### config.mk
export PLATFORM = sky130hd
export DESIGN_NAME = phase_accumulator
export DESIGN_NICKNAME = d
export VERILOG_FILES = /design/src/rtl/phase_accumulator.sv
export SDC_FILE = /design/constraint.sdc
export NUM_CORES = 1
export LEC_CHECK = 0
export CORE_AREA = 2 2 99 101
export DETAILED_ROUTE_END_ITERATION = 8
export DIE_AREA = 0 0 101 103
export PLACE_DENSITY = 0.69
export SYNTH_ARGS = -nofsm -noshare
export SYNTH_HDL_FRONTEND = slang
export SYNTH_SLANG_ARGS = --single-unit
### constraint.sdc
create_clock -name i_clock -period 5.6 [get_ports i_clock]
set_input_delay 0.84 -clock i_clock [delete_from_list [all_inputs] [get_ports i_clock]]
set_output_delay 0.84 -clock i_clock [all_outputs]
set_load 0.05 [all_outputs]
### src/rtl/phase_accumulator.sv
// Triangle phase accumulator: walks phase up (FRONT) then down (BACK), reflecting at both ends.
// Optional note_on retrigger is compiled in with `define PHASE_ACC_RETRIGGER_EN.
module phase_accumulator #(
    parameter int unsigned PHASE_WIDTH = 16,
    parameter int unsigned INC_WIDTH   = 16
) (
    input  logic                   i_clock,
    input  logic                   i_reset,
    input  logic                   i_sample_tick,
    input  logic                   i_enable,
    input  logic [INC_WIDTH-1:0]   i_increment,
    input  logic                   i_note_on,
    output logic                   o_state,
    output logic [PHASE_WIDTH-1:0] o_phase,
    output logic                   o_phase_valid,
    output logic                   o_period_start
);

    typedef enum logic {
        StFront = 1'b0,
        StBack  = 1'b1
    } osc_state_e;

    osc_state_e             r_state;
    osc_state_e             w_state_d;
    osc_state_e             w_base_state;
    logic [PHASE_WIDTH-1:0] r_phase;
    logic [PHASE_WIDTH-1:0] w_phase_d;
    logic [PHASE_WIDTH-1:0] w_base_phase;
    logic [PHASE_WIDTH-1:0] w_step;
    logic [PHASE_WIDTH:0]   w_sum;
    logic [PHASE_WIDTH:0]   w_diff;
    logic                   r_phase_valid;
    logic                   r_period_start;
    logic                   w_advance;
    logic                   w_retrig;
    logic                   w_period_start_d;

    // Oversized increments saturate to MAX rather than wrapping.
    generate
        if (INC_WIDTH > PHASE_WIDTH) begin : g_clamp
            assign w_step = (|i_increment[INC_WIDTH-1:PHASE_WIDTH]) ?
                            {PHASE_WIDTH{1'b1}} : i_increment[PHASE_WIDTH-1:0];
        end else begin : g_extend
            assign w_step = PHASE_WIDTH'(i_increment);
        end
    endgenerate

`ifdef PHASE_ACC_RETRIGGER_EN
    assign w_retrig = i_note_on;
`else
    logic w_unused_note_on;
    assign w_unused_note_on = i_note_on;
    assign w_retrig         = 1'b0;
`endif

    assign w_advance = i_sample_tick & i_enable;

    // A same-cycle tick advances from the retriggered origin.
    always_comb begin
        w_base_state = r_state;
        w_base_phase = r_phase;
        if (w_retrig) begin
            w_base_state = StFront;
            w_base_phase = '0;
        end
    end

    assign w_sum  = {1'b0, w_base_phase} + {1'b0, w_step};
    assign w_diff = {1'b0, w_base_phase} - {1'b0, w_step};

    always_comb begin
        w_state_d        = w_base_state;
        w_phase_d        = w_base_phase;
        w_period_start_d = w_retrig;
        if (w_advance) begin
            if (w_base_state == StFront) begin
                if (w_sum[PHASE_WIDTH]) begin
                    w_phase_d = ~w_sum[PHASE_WIDTH-1:0];
                    w_state_d = StBack;
                end else begin
                    w_phase_d = w_sum[PHASE_WIDTH-1:0];
                end
            end else begin
                if (w_diff[PHASE_WIDTH]) begin
                    w_phase_d        = w_step - w_base_phase;
                    w_state_d        = StFront;
                    w_period_start_d = 1'b1;
                end else begin
                    w_phase_d = w_diff[PHASE_WIDTH-1:0];
                end
            end
        end
    end

    always_ff @(posedge i_clock or posedge i_reset) begin
        if (i_reset) begin
            r_state        <= StFront;
            r_phase        <= '0;
            r_phase_valid  <= 1'b0;
            r_period_start <= 1'b0;
        end else begin
            r_state        <= w_state_d;
            r_phase        <= w_phase_d;
            r_phase_valid  <= w_advance;
            r_period_start <= w_period_start_d;
        end
    end

    assign o_state        = r_state;
    assign o_phase        = r_phase;
    assign o_phase_valid  = r_phase_valid;
    assign o_period_start = r_period_start;

endmodule

# After elaboration in Yosys (flattened, before gate mapping)
# Index checks and enable logic that the tools add are counted.
# Widths: inputs -> output; s select.
# word_totals
regBits	19
in_bits	21
elab_cells	18
# classes
add_sub_neg	3
n_mux	9
bitwise	2
# op_table
op	n
$mux 16	3
$add 16x16->17	1
$sub 16x16->17	1
$not 16->16	1
$sub 16x16->16	1
$mux 1	6
$and 1x1->1	1

# Logic depth before layout (Yosys ltp)
# logic_depth
ltp_word	4
depth_mapped	12
ltp_nobuf	11

# Worst setup path after synthesis
# OpenSTA, ideal clock, no wires.
# synth_timing
kind	in2reg
start	input i_increment[0]
end	register r_phase[3] (netlist: o_phase[3])
setup_ps	133
arrival_ps	3044
setup_slack_ps	2423
stages	11
path_cell_list	ha_1 -> fa_1 -> and2b_1 -> o31a_4 -> o21ai_4 -> o41ai_4 -> buf_6 -> mux2i_1 -> o221ai_1 -> mux2i_1 -> o211ai_1
# synth_via
elab_chain_len	4
elab_cells_between_ends	7
classes_between	add/sub (3); mux (3); bitwise (1)
# synth_lines
item	line_no	rtl
from (decl)	11	input logic [INC_WIDTH-1:0] i_increment,
$add 16x16->17	69	assign w_sum = {1'b0, w_base_phase} + {1'b0, w_step};
$not 16->16	79	w_phase_d = ~w_sum[PHASE_WIDTH-1:0];
$mux 16	78	if (w_sum[PHASE_WIDTH]) begin
$mux 16 (*)	77	if (w_base_state == StFront) begin
to (signal assigned)	104	r_phase <= w_phase_d;
to (decl)	27	logic [PHASE_WIDTH-1:0] r_phase;
# Mark *: on every way between the ends. The rest lies on a longest branch, timed or not.
# A chain may end at the register's enable or synchronous reset.

# Worst setup path in the final report
# layout_timing
start	input i_increment[0]
end	register r_phase[15] (netlist: o_phase[15])
# The elaborated chain is that of the path after synthesis.

==> impl_metrics.json <==
{
  "num_antenna_cells": 0,
  "post-route-period-util_pct": 70.65,
  "routed_via_density": 5.642,
  "fmax_ghz": 0.2528,
  "netlist_top_cells_area": "sky130_fd_sc_hd__ha_1 (19%), sky130_fd_sc_hd__dfrtp_1 (14%), sky130_fd_sc_hd__a21oi_1 (6.1%), sky130_fd_sc_hd__inv_1 (5.9%), sky130_fd_sc_hd__nand2_1 (4.6%)",
  "drt_wl_total_um": 9302,
  "timing.final.setup_violations": 0,
  "power_mw": 2.389,
  "grt_start_max_net_pins": 36,
  "first_global_vias": 3171,
  "synthArstFlopShare_pct": 100.0,
  "vias": 3289,
  "gr-usage-met2_pct": 30.92,
  "drt_pre_antenna_iters": 5,
  "power_density_nw_per_um2": 615.3,
  "avgSynthCellArea_sq_um": 7.683,
  "grt_pass1_wl_um": 15390,
  "timing.setup.critical_path_class": "input port to register",
  "cts-root-to-sink-buffers": 2,
  "cp_max_stage_cell": "sky130_fd_sc_hd__a31oi_4",
  "cp_slowest_stage_delay_ns": 0.69,
  "post_drt_wl_per_cell_um": 15.96,
  "cap_viol_max_count": 0,
  "grt_remaining_overflow": 0,
  "synth_seq_cells": 19,
  "drt_iter0_markers": 270,
  "clk_pin_slew_ns": 0.10,
  "synth_nets": 523,
  "postCtsSetupBuffers": 0,
  "fin_tns_setup_ns": 0,
  "grt_most_used_layer": "met2",
  "hold_path.class": "register to register",
  "htreeDepth": 1,
  "unrepaired_setup_endpoints_after_global_routing": "no",
  "num_rows": 36,
  "drtAntennaViolNets": 0,
  "fin_nets": 545,
  "crit_chain": "clkdlybuf4s50_1, ha_1, inv_1, fa_1, nor2_1, o311a_1, o211ai_2, a31oi_4, xnor2_1, a2111o_1, o211ai_1",
  "floorplan.io_pins": 40,
  "post_route_core_utilization_pct": 41.05,
  "cp_max_fo": 16,
  "die_width_um": 101,
  "post-synth-top-area-cell": "sky130_fd_sc_hd__ha_1",
  "status": "finished, final reports clean",
  "drive_gt1_share_pct": 4.051,
  "yosysSeqAreaShare_pct": 13.81,
  "grt_antenna_before_repair": 0,
  "cts-resized-gates": 0,
  "clkSinkCount": 19,
  "groute.layer.met1.usage_pct": 25.15,
  "dp.cells": 579,
  "max_slew_margin_pct": 39.54,
  "postSynth.topFlopCell": "sky130_fd_sc_hd__dfrtp_1",
  "clock_root_buffer_master": "sky130_fd_sc_hd__clkbuf_8",
  "insertion_delay_ns": 0.28,
  "die-height_um": 103,
  "max_slew.worst_pin.slew_ns": 0.9059,
  "synth-warning-count": 0,
  "place_congestion": 0.8868,
  "report.final.hold_viol_count": 0,
  "synth-edff-count": 0,
  "cts-hold-fix-buffers": 0,
  "area_delta_synth_final_pct": 12.80,
  "dp_hpwl_um": 7050,
  "final_max_slew_viols": 0,
  "fin_hold_ws_ns": 0.5714,
  "fp.dieArea_sq_um": 10400,
  "grt.total_usage_pct": 18.45,
  "grt.met3_usage_pct": 1.763,
  "fin_worst_skew_ns": 0.004440,
  "cts_tree": "built",
  "power.ir.vdd_worst_mv": 0.3367,
  "synth.cell_area_sq_um": 3442,
  "final.min_clock_period_ns": 3.956,
  "yosysTopAreaCellShare_pct": 18.54,
  "cellLeakagePower_nw": 1.768,
  "synth_cell_type_count": 68,
  "synth.most_common_cell": "sky130_fd_sc_hd__inv_1",
  "num_cts_buffers": 3,
  "core_sq_um": 9459,
  "crit_arrival_ns": 4.15,
  "worstSetupEndpointType": "register",
  "syn-instance-count": 448,
  "worst_ep_required_time_ns": 5.79,
  "final_routed_drc_violation_total": 0,
  "list_of_most_frequent_post_synthesis_cells": "sky130_fd_sc_hd__inv_1 (54), sky130_fd_sc_hd__ha_1 (51), sky130_fd_sc_hd__a21oi_1 (42), sky130_fd_sc_hd__nand2_1 (42), sky130_fd_sc_hd__o21ai_0 (27)",
  "floorplan.initialDensity_pct": 36.39,
  "buffer_ports.inserted": 38,
  "worstSetupStartpointType": "input port",
  "instances_no_fill": 583
}
==> worst max-delay path, delay by kind of cell <==
| kind | cells | cell delay (ns) |
|---|---|---|
| adder cells (fa/ha/maj) | 2 | 0.60 |
| AO/OA/AOI/OAI | 5 | 1.72 |
| buffers and inverters | 2 | 0.60 |
| XOR/XNOR | 1 | 0.20 |
| AND/OR/NAND/NOR | 1 | 0.19 |
==> cells in the final DEF, fill, tap and decap left out, types with 6 or more instances in the layout <==
cell type / n
sky130_fd_sc_hd__o21ai_0: 27
sky130_fd_sc_hd__ha_1: 51
sky130_fd_sc_hd__nor3_1: 11
sky130_fd_sc_hd__nand2b_1: 6
sky130_fd_sc_hd__mux2i_1: 14
sky130_fd_sc_hd__a31oi_1: 6
sky130_fd_sc_hd__nand3_1: 9
sky130_fd_sc_hd__o211ai_1: 6
sky130_fd_sc_hd__o31ai_1: 6
sky130_fd_sc_hd__a21oi_1: 42
sky130_fd_sc_hd__nor2_1: 26
sky130_fd_sc_hd__xnor2_1: 18
sky130_fd_sc_hd__nand2_1: 42
sky130_fd_sc_hd__inv_1: 54
sky130_fd_sc_hd__dfrtp_1: 19
sky130_fd_sc_hd__clkdlybuf4s50_1: 38
==> power breakdown <==
group / switching (mW) / internal (mW) / total (mW)
clock: 0.0627 / 0.0500 / 0.113
sequential: 0.0998 / 0.198 / 0.297
combinational: 1.22 / 0.761 / 1.98
==> through the flow <==
| stage | setup WS (ns) | instance area (sq um) |
|---|---|---|
| 2_1_floorplan | 2.423 | 3442 |
| 3_3_place_gp | 1.461 | 3836 |
| 3_5_place_dp | 1.385 | 3836 |
| 4_1_cts | 1.656 | 3882 |
| 5_1_grt | 1.428 | 3882 |
| 6_report | 1.644 | 3882 |
==> registers in the layout (all words and copies together), names as in the netlist <==
name,flops
o_period_start,1
o_phase,16
o_phase_valid,1
o_state,1
==> kinds of logic (layout without fill, tap and decap cells) <==
logic type | after synthesis | after routing | synth area share (%)
muxes | 15 | 15 | 4.398
and+or+nand+nor | 121 | 121 | 17.08
xor gates and xnor gates | 23 | 23 | 5.852
buffers and inverters | 78 | 99 | 10.18
AOI/OAI and AO/OA | 138 | 138 | 28.39
adders and majority gates | 54 | 54 | 20.28
DFF | 19 | 19 | 13.81
==> final timing paths <==
check | start | end | slack (ns) | depth (start not counted)
min | o_phase[7] | o_phase[7] | 0.57 | 2
max reg2reg | o_phase[0] | o_phase[15] | 2.29 | 10
max in group asynchronous | i_reset | o_phase[10] | 4.00 | 2
min reg2reg | o_phase[7] | o_phase[7] | 0.57 | 2
min in group asynchronous | i_reset | o_phase[2] | 1.05 | 2
max | i_increment[0] | o_phase[15] | 1.64 | 11
==> metal layers <==
layer	part of all wire (%)	wire [um]
met1	45	4172
met2	48	4423
met3	5.5	516
met4	2.1	191
met5	0	0
==> area by class of cell <==
class | count | area, sq um
Multi-Input combinational cell | 351 | 2616
Timing Repair Buffer | 40 | 395.4
Tap cell | 114 | 142.6
Inverter | 55 | 206.4
Sequential cell | 19 | 475.5
Clock buffer | 3 | 41.29
Clock inverter | 1 | 5.005
Fill cell | 1004 | 5577
(Power assumes the default switching activity.)
==> RTL edit 1: new RTL, config.mk and constraints unchanged <==
Register the output `o_period_start` once more, cleared by the reset; this adds one clock of latency there. The other outputs are not delayed to match.
--- a/src/rtl/phase_accumulator.sv
+++ b/src/rtl/phase_accumulator.sv
@@ -112,3 +112,9 @@
     assign o_phase_valid  = r_phase_valid;
-    assign o_period_start = r_period_start;
+    always_ff @(posedge i_clock or posedge i_reset) begin
+        if (i_reset) begin
+            o_period_start <= '0;
+        end else begin
+            o_period_start <= r_period_start;
+        end
+    end
 
Behaviour: not the same (a bounded check fails within 4 cycles, from zero or initial values and one cycle with i_reset high).
==> RTL edit 1 against the original RTL <==
- combinational power about the same
- non-clock buffer count stayed put
- worst hold slack worse by 0.21 ns
- setup slack worse by 0.027 ns
- clock power increased by 45%
- count of clock-buffer cells in the layout did not move
- final area grew 1.3%
- first-iteration DRC count decreased by 4.4%
- total power increased by 2.7%
- routed wire length grew 0.92%
- sequential cell count increased by 1
- area after synthesis up 0.73%
- via count rose by 1.4%
- largest power group unchanged
- highest routed layer unchanged
==> RTL edit 1: results <==
group,metric,value,unit
cells_and_area,antenna_cells,0,
sta,worst_hold_check_slack,0.3584,ns
worst_setup_path,reg2reg_depth,9,
worst_hold_path,holdPathEnd,"o_period_start",
pwr,leakage,1.792,nW
worst_hold_path,hold_class,"reg2reg",
placement,port_buffers,38,
worst_hold_path,hold_wc_startpoint,"r_period_start",
cells_and_area,largest_reg_flops,16,
global_routing,first_global_vias,3197,
clock_network,cts.root.buffer_cell,"sky130_fd_sc_hd__clkbuf_8",
worst_setup_path,cp_slowest_stage_delay,0.71,ns
global_routing,wire_length_of_the_first_global_routing_pass,15250,um
worst_setup_path,worst_r2r_startpoint,"o_phase[1]",
clock_network,ctsLongestPathBuffers,2,
global_routing,pin_count_of_the_biggest_net_entering_global_routing,36,
global_routing,global_route.usage.total,18.25,%
clock_network,post_cts_resized,0,
worst_setup_path,crit_arrival,4.19,ns
cells_and_area,layout.filler_cells,982,
run_status,run_status,"complete, no violations",
sta,relSlewSlack,41.15,%
placement,dpl.hpwl,6988,um
detailed_routing,vias_per_cell,5.712,
placement,placement.setup.worst_slack,1.384,ns
worst_setup_path,endpoint_kind,"register",
worst_setup_path,reg2reg_capture_point,"o_phase[15]",
clock_network,postCtsSetupRepairBufs,0,
synthesis,synth_top_cells_by_count,"sky130_fd_sc_hd__inv_1, sky130_fd_sc_hd__ha_1, sky130_fd_sc_hd__a21oi_1, sky130_fd_sc_hd__nand2_1, sky130_fd_sc_hd__o21ai_0",
worst_hold_path,timing.hold.worst_path_depth,0,
clock_network,cts-buffers-inserted,3,
cells_and_area,post_route_cells_drive_above_1_share,4.043,%
worst_setup_path,worst-path-max-fanout,16,
placement,place_congestion,0.8922,
detailed_routing,detailedRoute.firstPassIterationCount,5,
worst_setup_path,kind_of_cell_adding_the_most_delay_to_the_critical_path,"compound AO/OA/AOI/OAI gates",
cells_and_area,nNetsFinal,546,
clock_network,clkLatencyLatePin,0.28,ns
sta,final.setup_skew,0.008703,ns
synthesis,part_of_the_yosys_area_used_for_sequential_elements,14.44,%
synthesis,postSynthNetCount,524,
detailed_routing,wire_per_inst,16.08,um
global_routing,number_of_antenna_violations_at_the_first_check_in_global_routing,0,
sta,setup-violations-final,0,
synthesis,netlist-cell-type-count,68,
detailed_routing,first_iter_violations,258,
pwr,worst_vdd_ir,0.2510,mV
clock_network,h-tree-depth,1,
worst_setup_path,cp_slowest_cell,"sky130_fd_sc_hd__a31oi_4",
synthesis,ys.flop_type,"sky130_fd_sc_hd__dfrtp_1",
placement,placed_cell_area,0.003861,mm^2
sta,final_period_minus_worst_setup_slack,3.983,ns
synthesis,synth.area.top_cells,"sky130_fd_sc_hd__ha_1, sky130_fd_sc_hd__dfrtp_1, sky130_fd_sc_hd__a21oi_1, sky130_fd_sc_hd__inv_1, sky130_fd_sc_hd__nand2_1",
synthesis,asyncSetResetFlopFracSynth,100.0,%
worst_setup_path,critPathLaunch,"i_increment[1]",
synthesis,ys_warn_count,0,
[RTL edit 1: cell types whose count changed in the layout (fill, tap and decap cells not counted), sizes merged]
cell and change:
bufinv +1, clkinv -1, dfrtp +1
[RTL edit 1: layer usage]
metal / vias up / global-route usage [%] / share of wire [%]
met5: - / 0 / 0
met4: 0 / 5.509 / 1.9
met3: 16 / 2.305 / 5.5
met2: 113 / 31.44 / 48
met1: 1582 / 23.91 / 45
li1: 1625 / - / -
[RTL edit 1: final cells by class]
class / instances / area [um^2] / share of cell area [%]
sequential: 20 / 500.5 / 12.73
clock buffer: 3 / 41.29 / 1.050
inverter: 55 / 206.4 / 5.250
clock inverter: 1 / 30.03 / 0.7636
tap: 114 / 142.6 / 3.627
multi-input combinational: 351 / 2616 / 66.53
timing repair buffer: 40 / 395.4 / 10.05
[RTL edit 1: cells by family after synthesis]
| group | count (synthesis) | synth area share (%) |
|---|---|---|
| AO/OA/AOI/OAI | 138 | 28.19 |
| AND/OR/NAND/NOR | 121 | 16.96 |
| buffers and inverters | 78 | 10.10 |
| adder cells (fa/ha/maj) | 54 | 20.14 |
| XOR/XNOR | 23 | 5.810 |
| flip-flops | 20 | 14.44 |
| multiplexers | 15 | 4.367 |
[RTL edit 1: power breakdown]
group | leakage (nW) | total [mW] | switching, mW | internal (mW)
Clock | 0.0357 | 0.164 | 0.0679 | 0.0958
Sequential | 0.251 | 0.304 | 0.0987 | 0.206
Combinational | 1.51 | 1.98 | 1.22 | 0.761
Total | 1.79 | 2.45 | 1.39 | 1.06
[RTL edit 1: through the flow]
stage / util [%] / instances
2_1_floorplan: - / 449
3_3_place_gp: 40.82 / 580
4_1_cts: 41.57 / 584
6_report: 41.57 / 584
5_1_grt: 41.57 / 584
3_5_place_dp: 40.82 / 580
==> RTL edit 2: new RTL, same flow settings <==
Made on the original files. Set the parameter `PHASE_WIDTH` to 14 (it was 16).
--- a/src/rtl/phase_accumulator.sv
+++ b/src/rtl/phase_accumulator.sv
@@ -3,3 +3,3 @@
 module phase_accumulator #(
-    parameter int unsigned PHASE_WIDTH = 16,
+    parameter int unsigned PHASE_WIDTH = 14,
     parameter int unsigned INC_WIDTH   = 16
Interface: changed (resized o_phase); port bits go from 40 to 38. No check against the original RTL was run, so the function may have changed too.
==> RTL edit 2 against the original RTL <==
- area after synthesis down 14%
- final cell count down 11%
- sequential cell count down 2
- clock power about the same
- via count down 14%
- final area down 12%
- total power down 11%
- setup slack worse by 0.75 ns
- core utilization down 4.9 points
- routed wire length down 7.6%
==> RTL edit 2: results <==
group,metric,value,unit
sta,relSlewSlack,38.89,%
worst_setup_path,critPathLaunch,"i_increment[15]",
cells_and_area,layout.filler_cells,994,
synthesis,synthesized_instance_count,379,
synthesis,synth-xor-area-share,7.095,%
worst_hold_path,holdPathEnd,"o_phase[13]",
global_routing,globalRouteMet1Util,24.05,%
global_routing,met2_grt_util,27.03,%
worst_setup_path,cp_slowest_stage_delay,0.72,ns
global_routing,wire_length_of_the_first_global_routing_pass,13880,um
worst_setup_path,worst-path-max-fanout,14,
worst_setup_path,ff2ff_setup_slack,2.23,ns
synthesis,synth.area.top_cells,"sky130_fd_sc_hd__ha_1, sky130_fd_sc_hd__dfrtp_1, sky130_fd_sc_hd__inv_1, sky130_fd_sc_hd__xnor2_1, sky130_fd_sc_hd__mux2i_1",
sta,worst_hold_check_slack,0.5588,ns
placement,placement.setup.worst_slack,0.6646,ns
sta,final.setup_skew,0.003618,ns
global_routing,first_global_vias,2787,
synthesis,synth_compound_area_share,22.97,%
synthesis,synth_top_cells_by_count,"sky130_fd_sc_hd__ha_1, sky130_fd_sc_hd__inv_1, sky130_fd_sc_hd__nor2_1, sky130_fd_sc_hd__a21oi_1, sky130_fd_sc_hd__nand2_1",
detailed_routing,first_iter_violations,158,
pwr,leakage,1.529,nW
global_routing,global_route.usage.total,16.94,%
worst_setup_path,timing.critical_path.to,"o_phase[10]",
pwr,worst_vdd_ir,0.1934,mV
detailed_routing,totalWireLength,8592,um
synthesis,part_of_the_yosys_area_used_for_sequential_elements,14.36,%
synthesis,netlist-cell-type-count,62,
cells_and_area,post_route_cells_drive_above_1_share,4.478,%
worst_setup_path,crit_arrival,4.84,ns
placement,place_congestion,0.9334,
worst_setup_path,cp_slowest_cell,"sky130_fd_sc_hd__clkdlybuf4s50_1",
placement,dpl.hpwl,6448,um
detailed_routing,route.met2.wl,3729,um
synthesis,asyncSetResetFlopFracSynth,100.0,%
pwr,comb-power,1.75,mW
run_status,run_status,"complete, no violations",
worst_setup_path,worst_r2r_startpoint,"o_phase[11]",
placement,dp.cells,512,
detailed_routing,vias_per_cell,5.481,
detailed_routing,detailedRoute.firstPassIterationCount,5,
pwr,switching_power,1.192,mW
synthesis,synthesized_area_fraction_occupied_by_adder_cells,20.61,%
pwr,share_comb_of_total_power,82.0,%
synthesis,postSynthNetCount,447,
global_routing,pin_count_of_the_biggest_net_entering_global_routing,28,
sta,layout_worst_path_cycle_share,84.03,%
cells_and_area,final-instance-count-excl-fill,516,
placement,placed_cell_area,0.003373,mm^2
cells_and_area,largest_reg_flops,14,
worst_hold_path,hold_wc_startpoint,"o_phase[13]",
global_routing,met3_usage,2.305,%
detailed_routing,detail_route.wirelength.met1,4181,um
synthesis,yosys-mux-area-fraction,5.617,%
detailed_routing,wl_met3,523,um
cells_and_area,nNetsFinal,471,
placement,port_buffers,36,
RTL edit 2: cell count changes after synthesis, sizes merged, moves of 3 or more:
cell     delta
a2111o      -3
a21oi      -16
buf         -3
ha          -7
inv        -15
nand2      -21
nand3       -6
nand3b      +5
nand4       -4
o2111ai     -4
o21ai      -11
o21bai      +6
or3        +14
RTL edit 2: cell type report:
cell class	count	area, um^2	area share [%]
multi-input combinational	304	2287	66.84
sequential	17	425.4	12.43
timing repair buffer	37	367.9	10.75
inverter	40	150.1	4.388
tap	114	142.6	4.168
clock buffer	3	41.29	1.207
clock inverter	1	7.507	0.2194
RTL edit 2: cells by family (layout without fill, tap and decap cells):
| group | Yosys count | after routing |
|---|---|---|
| AND/OR/NAND/NOR | 116 | 116 |
| AO/OA/AOI/OAI | 101 | 101 |
| buffers and inverters | 58 | 81 |
| adder cells (fa/ha/maj) | 47 | 47 |
| XOR/XNOR | 24 | 24 |
| flip-flops | 17 | 17 |
| multiplexers | 16 | 16 |
